`src/rtl/pic_fetch_unit.sv`:
```
// -----------------------------------------------------------------------------
// pic_fetch_unit
//   Instruction fetch stage of the 14-bit PIC-style core. Owns the PC, the
//   instruction register and the hardware return stack. GOTO/CALL/RETURN/
//   RETFIE/RETLW are resolved here from the IR; execute only supplies skip
//   and PC-write requests. The PC fetches the next word while execute
//   consumes the IR, so every redirect or skip costs exactly one bubble.
//
// Ports
//   clk            in   1       system clock, rising edge
//   reset          in   1       synchronous, active-high
//   rom_addr_out   out  ADDR_W  program ROM address (the PC register)
//   rom_data_in    in   DATA_W  ROM word at rom_addr_out, same cycle
//   stall          in   1       execute busy: freeze all state
//   skip           in   1       discard the word currently being fetched
//   pc_load        in   1       execute wrote PCL: redirect fetch
//   pc_load_value  in   ADDR_W  redirect target
//   ir_out         out  DATA_W  instruction for execute
//   ir_valid       out  1       0 = flushed bubble, treat as NOP
//   ir_pc          out  ADDR_W  address ir_out was fetched from
// -----------------------------------------------------------------------------
module pic_fetch_unit #(
    parameter int ADDR_W       = 11,
    parameter int DATA_W       = 14,
    parameter int STACK_DEPTH  = 8,   // power of 2, at least 2
    parameter int RESET_VECTOR = 0
) (
    input  logic              clk,
    input  logic              reset,
    output logic [ADDR_W-1:0] rom_addr_out,
    input  logic [DATA_W-1:0] rom_data_in,
    input  logic              stall,
    input  logic              skip,
    input  logic              pc_load,
    input  logic [ADDR_W-1:0] pc_load_value,
    output logic [DATA_W-1:0] ir_out,
    output logic              ir_valid,
    output logic [ADDR_W-1:0] ir_pc
);

    localparam int SP_W = $clog2(STACK_DEPTH);

    // Program addresses wrap modulo the ROM size.
    function automatic logic [ADDR_W-1:0] pc_inc(input logic [ADDR_W-1:0] a);
        return a + 1'b1;
    endfunction

    logic [ADDR_W-1:0] pc_p0;
    logic [DATA_W-1:0] ir_p1;
    logic              vld_p1;
    logic [ADDR_W-1:0] ir_pc_p1;
    logic [SP_W-1:0]   sp;
    logic [ADDR_W-1:0] stack [STACK_DEPTH];

    logic              is_call;
    logic              is_goto;
    logic              is_ret;
    logic [SP_W-1:0]   sp_dec;
    logic [ADDR_W-1:0] next_pc;
    logic              flush;
    logic              do_push;
    logic              do_pop;

    // A bubble carries IR=0 but must never be decoded, hence the vld_p1 gate.
    assign is_call = vld_p1 && (ir_p1[DATA_W-1 -: 3] == 3'b100);
    assign is_goto = vld_p1 && (ir_p1[DATA_W-1 -: 3] == 3'b101);
    assign is_ret  = vld_p1 && ((ir_p1 == DATA_W'(14'h0008)) ||
                                (ir_p1 == DATA_W'(14'h0009)) ||
                                (ir_p1[DATA_W-1 -: 4] == 4'b1101));

    assign sp_dec = sp - 1'b1;

    // pc_load beats the IR's own control flow; control flow beats skip.
    always_comb begin
        next_pc = pc_inc(pc_p0);
        flush   = 1'b0;
        do_push = 1'b0;
        do_pop  = 1'b0;
        if (pc_load) begin
            next_pc = pc_load_value;
            flush   = 1'b1;
        end else if (is_call) begin
            next_pc = ir_p1[ADDR_W-1:0];
            flush   = 1'b1;
            do_push = 1'b1;
        end else if (is_goto) begin
            next_pc = ir_p1[ADDR_W-1:0];
            flush   = 1'b1;
        end else if (is_ret) begin
            next_pc = stack[sp_dec];
            flush   = 1'b1;
            do_pop  = 1'b1;
        end else if (skip) begin
            flush   = 1'b1;
        end
    end

    // Stage p0 (PC / ROM fetch) -> stage p1 (IR handed to execute)
    always_ff @(posedge clk) begin
        if (reset) begin
            pc_p0    <= ADDR_W'(RESET_VECTOR);
            ir_p1    <= '0;
            vld_p1   <= 1'b0;
            ir_pc_p1 <= '0;
            sp       <= '0;
            for (int i = 0; i < STACK_DEPTH; i++) begin
                stack[i] <= '0;
            end
        end else if (!stall) begin
            pc_p0    <= next_pc;
            ir_p1    <= flush ? '0 : rom_data_in;
            vld_p1   <= !flush;
            ir_pc_p1 <= pc_p0;
            // Circular stack: overflow overwrites the oldest entry and
            // underflow returns whatever stale entry the pointer lands on.
            if (do_push) begin
                stack[sp] <= pc_inc(ir_pc_p1);
                sp        <= sp + 1'b1;
            end else if (do_pop) begin
                sp <= sp_dec;
            end
        end
    end

    assign rom_addr_out = pc_p0;
    assign ir_out       = ir_p1;
    assign ir_valid     = vld_p1;
    assign ir_pc        = ir_pc_p1;

endmodule
```
`config.mk`:
```
export PLATFORM = sky130hd
export DESIGN_NAME = pic_fetch_unit
export DESIGN_NICKNAME = d
export VERILOG_FILES = /design/src/rtl/pic_fetch_unit.sv
export SDC_FILE = /design/constraint.sdc
export NUM_CORES = 1
export LEC_CHECK = 0
export ABC_AREA = 1
export BUFFER_PORTS_ARGS = -buffer_cell sky130_fd_sc_hd__buf_4
export CAP_MARGIN = 10
export CORE_AREA = 2 2 110 138
export DETAILED_ROUTE_END_ITERATION = 16
export DIE_AREA = 0 0 112 140
export GPL_TIMING_DRIVEN = 0
export HOLD_SLACK_MARGIN = 0.15
export PLACE_DENSITY_LB_ADDON = 0.05
export RECOVER_POWER = 100
export SYNTH_ARGS = -nofsm -noshare
export SYNTH_HDL_FRONTEND = slang
export SYNTH_SLANG_ARGS = --single-unit
```
`constraint.sdc`:
```
create_clock -name clk -period 5.3 [get_ports clk]
set_clock_uncertainty 0.15 [all_clocks]
set_input_delay 0.265 -clock clk [delete_from_list [all_inputs] [get_ports clk]]
set_output_delay 0.265 -clock clk [all_outputs]
set_load 0.02 [all_outputs]
```
==> flow_summary.ini <==
[sta]
min_period_over_period_pct = 80.4
grt_setup_unrepaired = false
finalSetupViolCount = 0
finalHoldViolations = 0
finalCriticalPeriod_ns = 4.26
tns_ns = 0
slew_headroom_pct = 32.4
max_clock_freq_ghz = 0.235
worst_slew_pin_slew_ns = 1.01
slew_violations = 0

[floorplanning]
dieWidth_microns = 112
coreArea_sq_um = 14300
ioPinCount = 67
rows = 49
start_util_pct = 43.3
die_h_microns = 140
die_area_sq_um = 15700

[yosys]
synth_top_area_cell = edfxtp_1
yosys.cell_types.count = 35
synth_top_area_share_pct = 42.6
ys_seq_area_share_pct = 55.5
synth_warnings = 0
syn-cell-area_sq_um = 6210
netlist_instances = 711
ys.flop_type = edfxtp_1
ys_seq_elements = 128
synth.avg_cell_area_sq_um = 8.73
synth-edff-count = 88
synthTopCellsByArea = edfxtp_1, dfxtp_1, nor2_1
synth.net_count = 745
async_flop_share_pct = 0

[power_and_ir_drop]
irDropWorstVdd_mv = 0.173
p_leak_nw = 2.91
power_density_nw_per_um2 = 326
p_total_mw = 2.49

[routing]
via_count = 5404
final_antenna_net_count = 0
drt_iter0_drc = 343
wl_per_cell_microns = 17.8
route.detailed.drc = 0
drt_pass1_iterations = 5
via_per_inst = 5.30
drt_wl_total_microns = 18200

[critical_path]
cp.required_ns = 5.50
crit_arrival_ns = 4.46
crit_type = reg -> reg
start_kind = flop
worstSetupEndpointType = flop
rrSetupSlack_ns = 1.04
ff2ff_path_depth = 14
cp_top_family = buffers and inverters
r2r_end = rom_addr_out[0]$_SDFFE_PP0N_
cpMostUsedCell = clkbuf_1
regToRegStartpoint = sp[0]$_SDFFE_PP0P_
critPathMaxFanout = 10
crit_chain = buf_4 -> inv_1 -> clkbuf_1 -> clkbuf_1 -> ha_1 -> inv_1 -> clkbuf_1 -> o21ai_0 -> o22ai_1 -> nand2_1 -> nand3_1 -> nand3_1 -> a21oi_1 -> dlygate4sd3_1
cpMaxStageDelayCell = clkbuf_1
cpPeakStageDelay_ns = 0.59
crit_buf_inv = 7

[clocking]
clock-sinks = 128
numCtsBuffers = 17
cts-root-buf = clkbuf_16
ctsResizeCount = 0
cts_max_path_buffers = 2
tritoncts = yes
htreeDepth = 4
clkTransAtPathRegs_ns = 0.06
clock_latency_ns = 0.42

[cells_and_area]
insertedDiodeCount = 0
area_growth_pct = 23.3
final_area_sq_um = 7650
layout.cells.non_filler = 1020
multiInputGateArea_sq_um = 2350
post-route-util_pct = 53.3
nNetsFinal = 863
fill_cells = 1407
drive_gt1_share_pct = 9.26
register_area_sq_um = 3440

[flow_run]
cap_violations = 0

[global_routing]
grt.total_usage_pct = 24.0
grt_pass1_wl_microns = 28900
grt_max_degree = 17
overflow = 0
antenna_found_initial = 0
grt_pass1_vias = 5452

[placed_design]
port_buffers = 64
dp_cells = 953
dp_hpwl_microns = 13300
gp_congestion = 0.868
placed_cell_area_sq_um = 6910

[worst_hold_path]
min_path_cells = 2
worstHoldPathType = in -> reg
min_from = reset
min_to = ir_valid$_SDFFE_PP0N_

[status]
outcome = finished, final reports clean
area by class of cell:
class | count | area share, %
Inverter | 40 | 1.99
Tap cell | 178 | 2.91
Multi-Input combinational cell | 502 | 30.8
Buffer | 41 | 2.34
Sequential cell | 128 | 45.0
Clock inverter | 6 | 0.490
Clock buffer | 26 | 7.49
Timing Repair Buffer | 99 | 9.04
cells in the final DEF, fill, tap and decap left out, types with 3 or more instances in the layout:
cell / synthesis / routed
nand3_1: 41 / 42
o22ai_1: 16 / 16
dlygate4sd3_1: 0 / 35
o21ai_0: 60 / 61
inv_1: 35 / 37
nand2_1: 137 / 138
xnor2_1: 5 / 5
clkbuf_1: 18 / 70
o221ai_1: 8 / 8
clkbuf_16: 0 / 20
buf_2: 14 / 3
buf_4: 6 / 30
nor2_1: 158 / 161
dfxtp_1: 40 / 40
inv_4: 1 / 3
ha_1: 4 / 4
a21oi_1: 39 / 39
xor2_1: 8 / 9
edfxtp_1: 88 / 88
clkbuf_8: 0 / 5
worst max-delay path by stage:
| stage | from | to | slack (ns) | cells after the start |
|---|---|---|---|---|
| 6_report | sp[0]$_SDFFE_PP0P_ | rom_addr_out[0]$_SDFFE_PP0N_ | 1.04 | 14 |
| 4_1_cts | sp[0]$_SDFFE_PP0P_ | rom_addr_out[0]$_SDFFE_PP0N_ | 1.74 | 14 |
| 5_1_grt | sp[0]$_SDFFE_PP0P_ | rom_addr_out[0]$_SDFFE_PP0N_ | 0.71 | 14 |
| 3_5_place_dp | sp[0]$_SDFFE_PP0P_ | rom_addr_out[4]$_SDFFE_PP0N_ | 2.19 | 13 |
| 3_3_place_gp | sp[0]$_SDFFE_PP0P_ | rom_addr_out[7]$_SDFFE_PP0N_ | 2.21 | 13 |
| 2_1_floorplan | sp[0]$_SDFFE_PP0P_ | rom_addr_out[3]$_SDFFE_PP0N_ | 3.09 | 13 |
synth_stat cells, types with 3 or more instances:
| cell | number |
|---|---|
| xnor2_1 | 5 |
| o22ai_1 | 16 |
| inv_1 | 35 |
| nand2_1 | 137 |
| nand3_2 | 3 |
| dfxtp_1 | 40 |
| ha_1 | 4 |
| a21oi_1 | 39 |
| buf_4 | 6 |
| o221ai_1 | 8 |
| edfxtp_1 | 88 |
| nand3_1 | 41 |
| o21ai_0 | 60 |
| clkbuf_1 | 18 |
| nor2_1 | 158 |
| buf_2 | 14 |
| nor3_4 | 4 |
| inv_2 | 3 |
| o21ai_1 | 3 |
| xor2_1 | 8 |
| nor2_2 | 3 |
timing repair:
item | CTS | global route
buffers inserted | 0 | 0
endpoints found under the hold margin | 25 | 0
hold buffers | 35 | 0
cells by family after synthesis:
kind of cell | share of synthesized area, %
AOI/OAI and AO/OA | 11.5
adders and majority gates | 0.806
buffers and inverters | 5.74
xor gates and xnor gates | 2.36
DFF | 55.5
and+or+nand+nor | 24.2
sequential cells by signal (all words and copies together) (netlist names):
register      flops
ir_out           14
stack            88
rom_addr_out     11
sp                3
ir_pc            11
ir_valid          1
per-stage QoR:
| step | setup WS [ns] | hold WS [ns] |
|---|---|---|
| 6_report | 1.04 | 0.160 |
| 5_1_grt | 0.714 | 0.184 |
| 4_1_cts | 1.74 | 0.154 |
| 3_5_place_dp | 2.19 | 0.329 |
| 3_3_place_gp | 2.21 | 0.329 |
| 2_1_floorplan | 3.09 | 0.276 |
power breakdown:
part           switching (mW)  internal, mW
sequential             0.0249          1.10
clock                   0.434         0.744
combinational           0.118        0.0680
layer usage:
layer	vias up	track usage [%]	routed length (microns)
met2	166	42.7	9490
met4	0	8.54	496
met1	2580	29.0	7350
met5	-	0	0
li1	2629	-	-
met3	29	4.46	858
No activity file was read; power rests on OpenSTA's default activity.
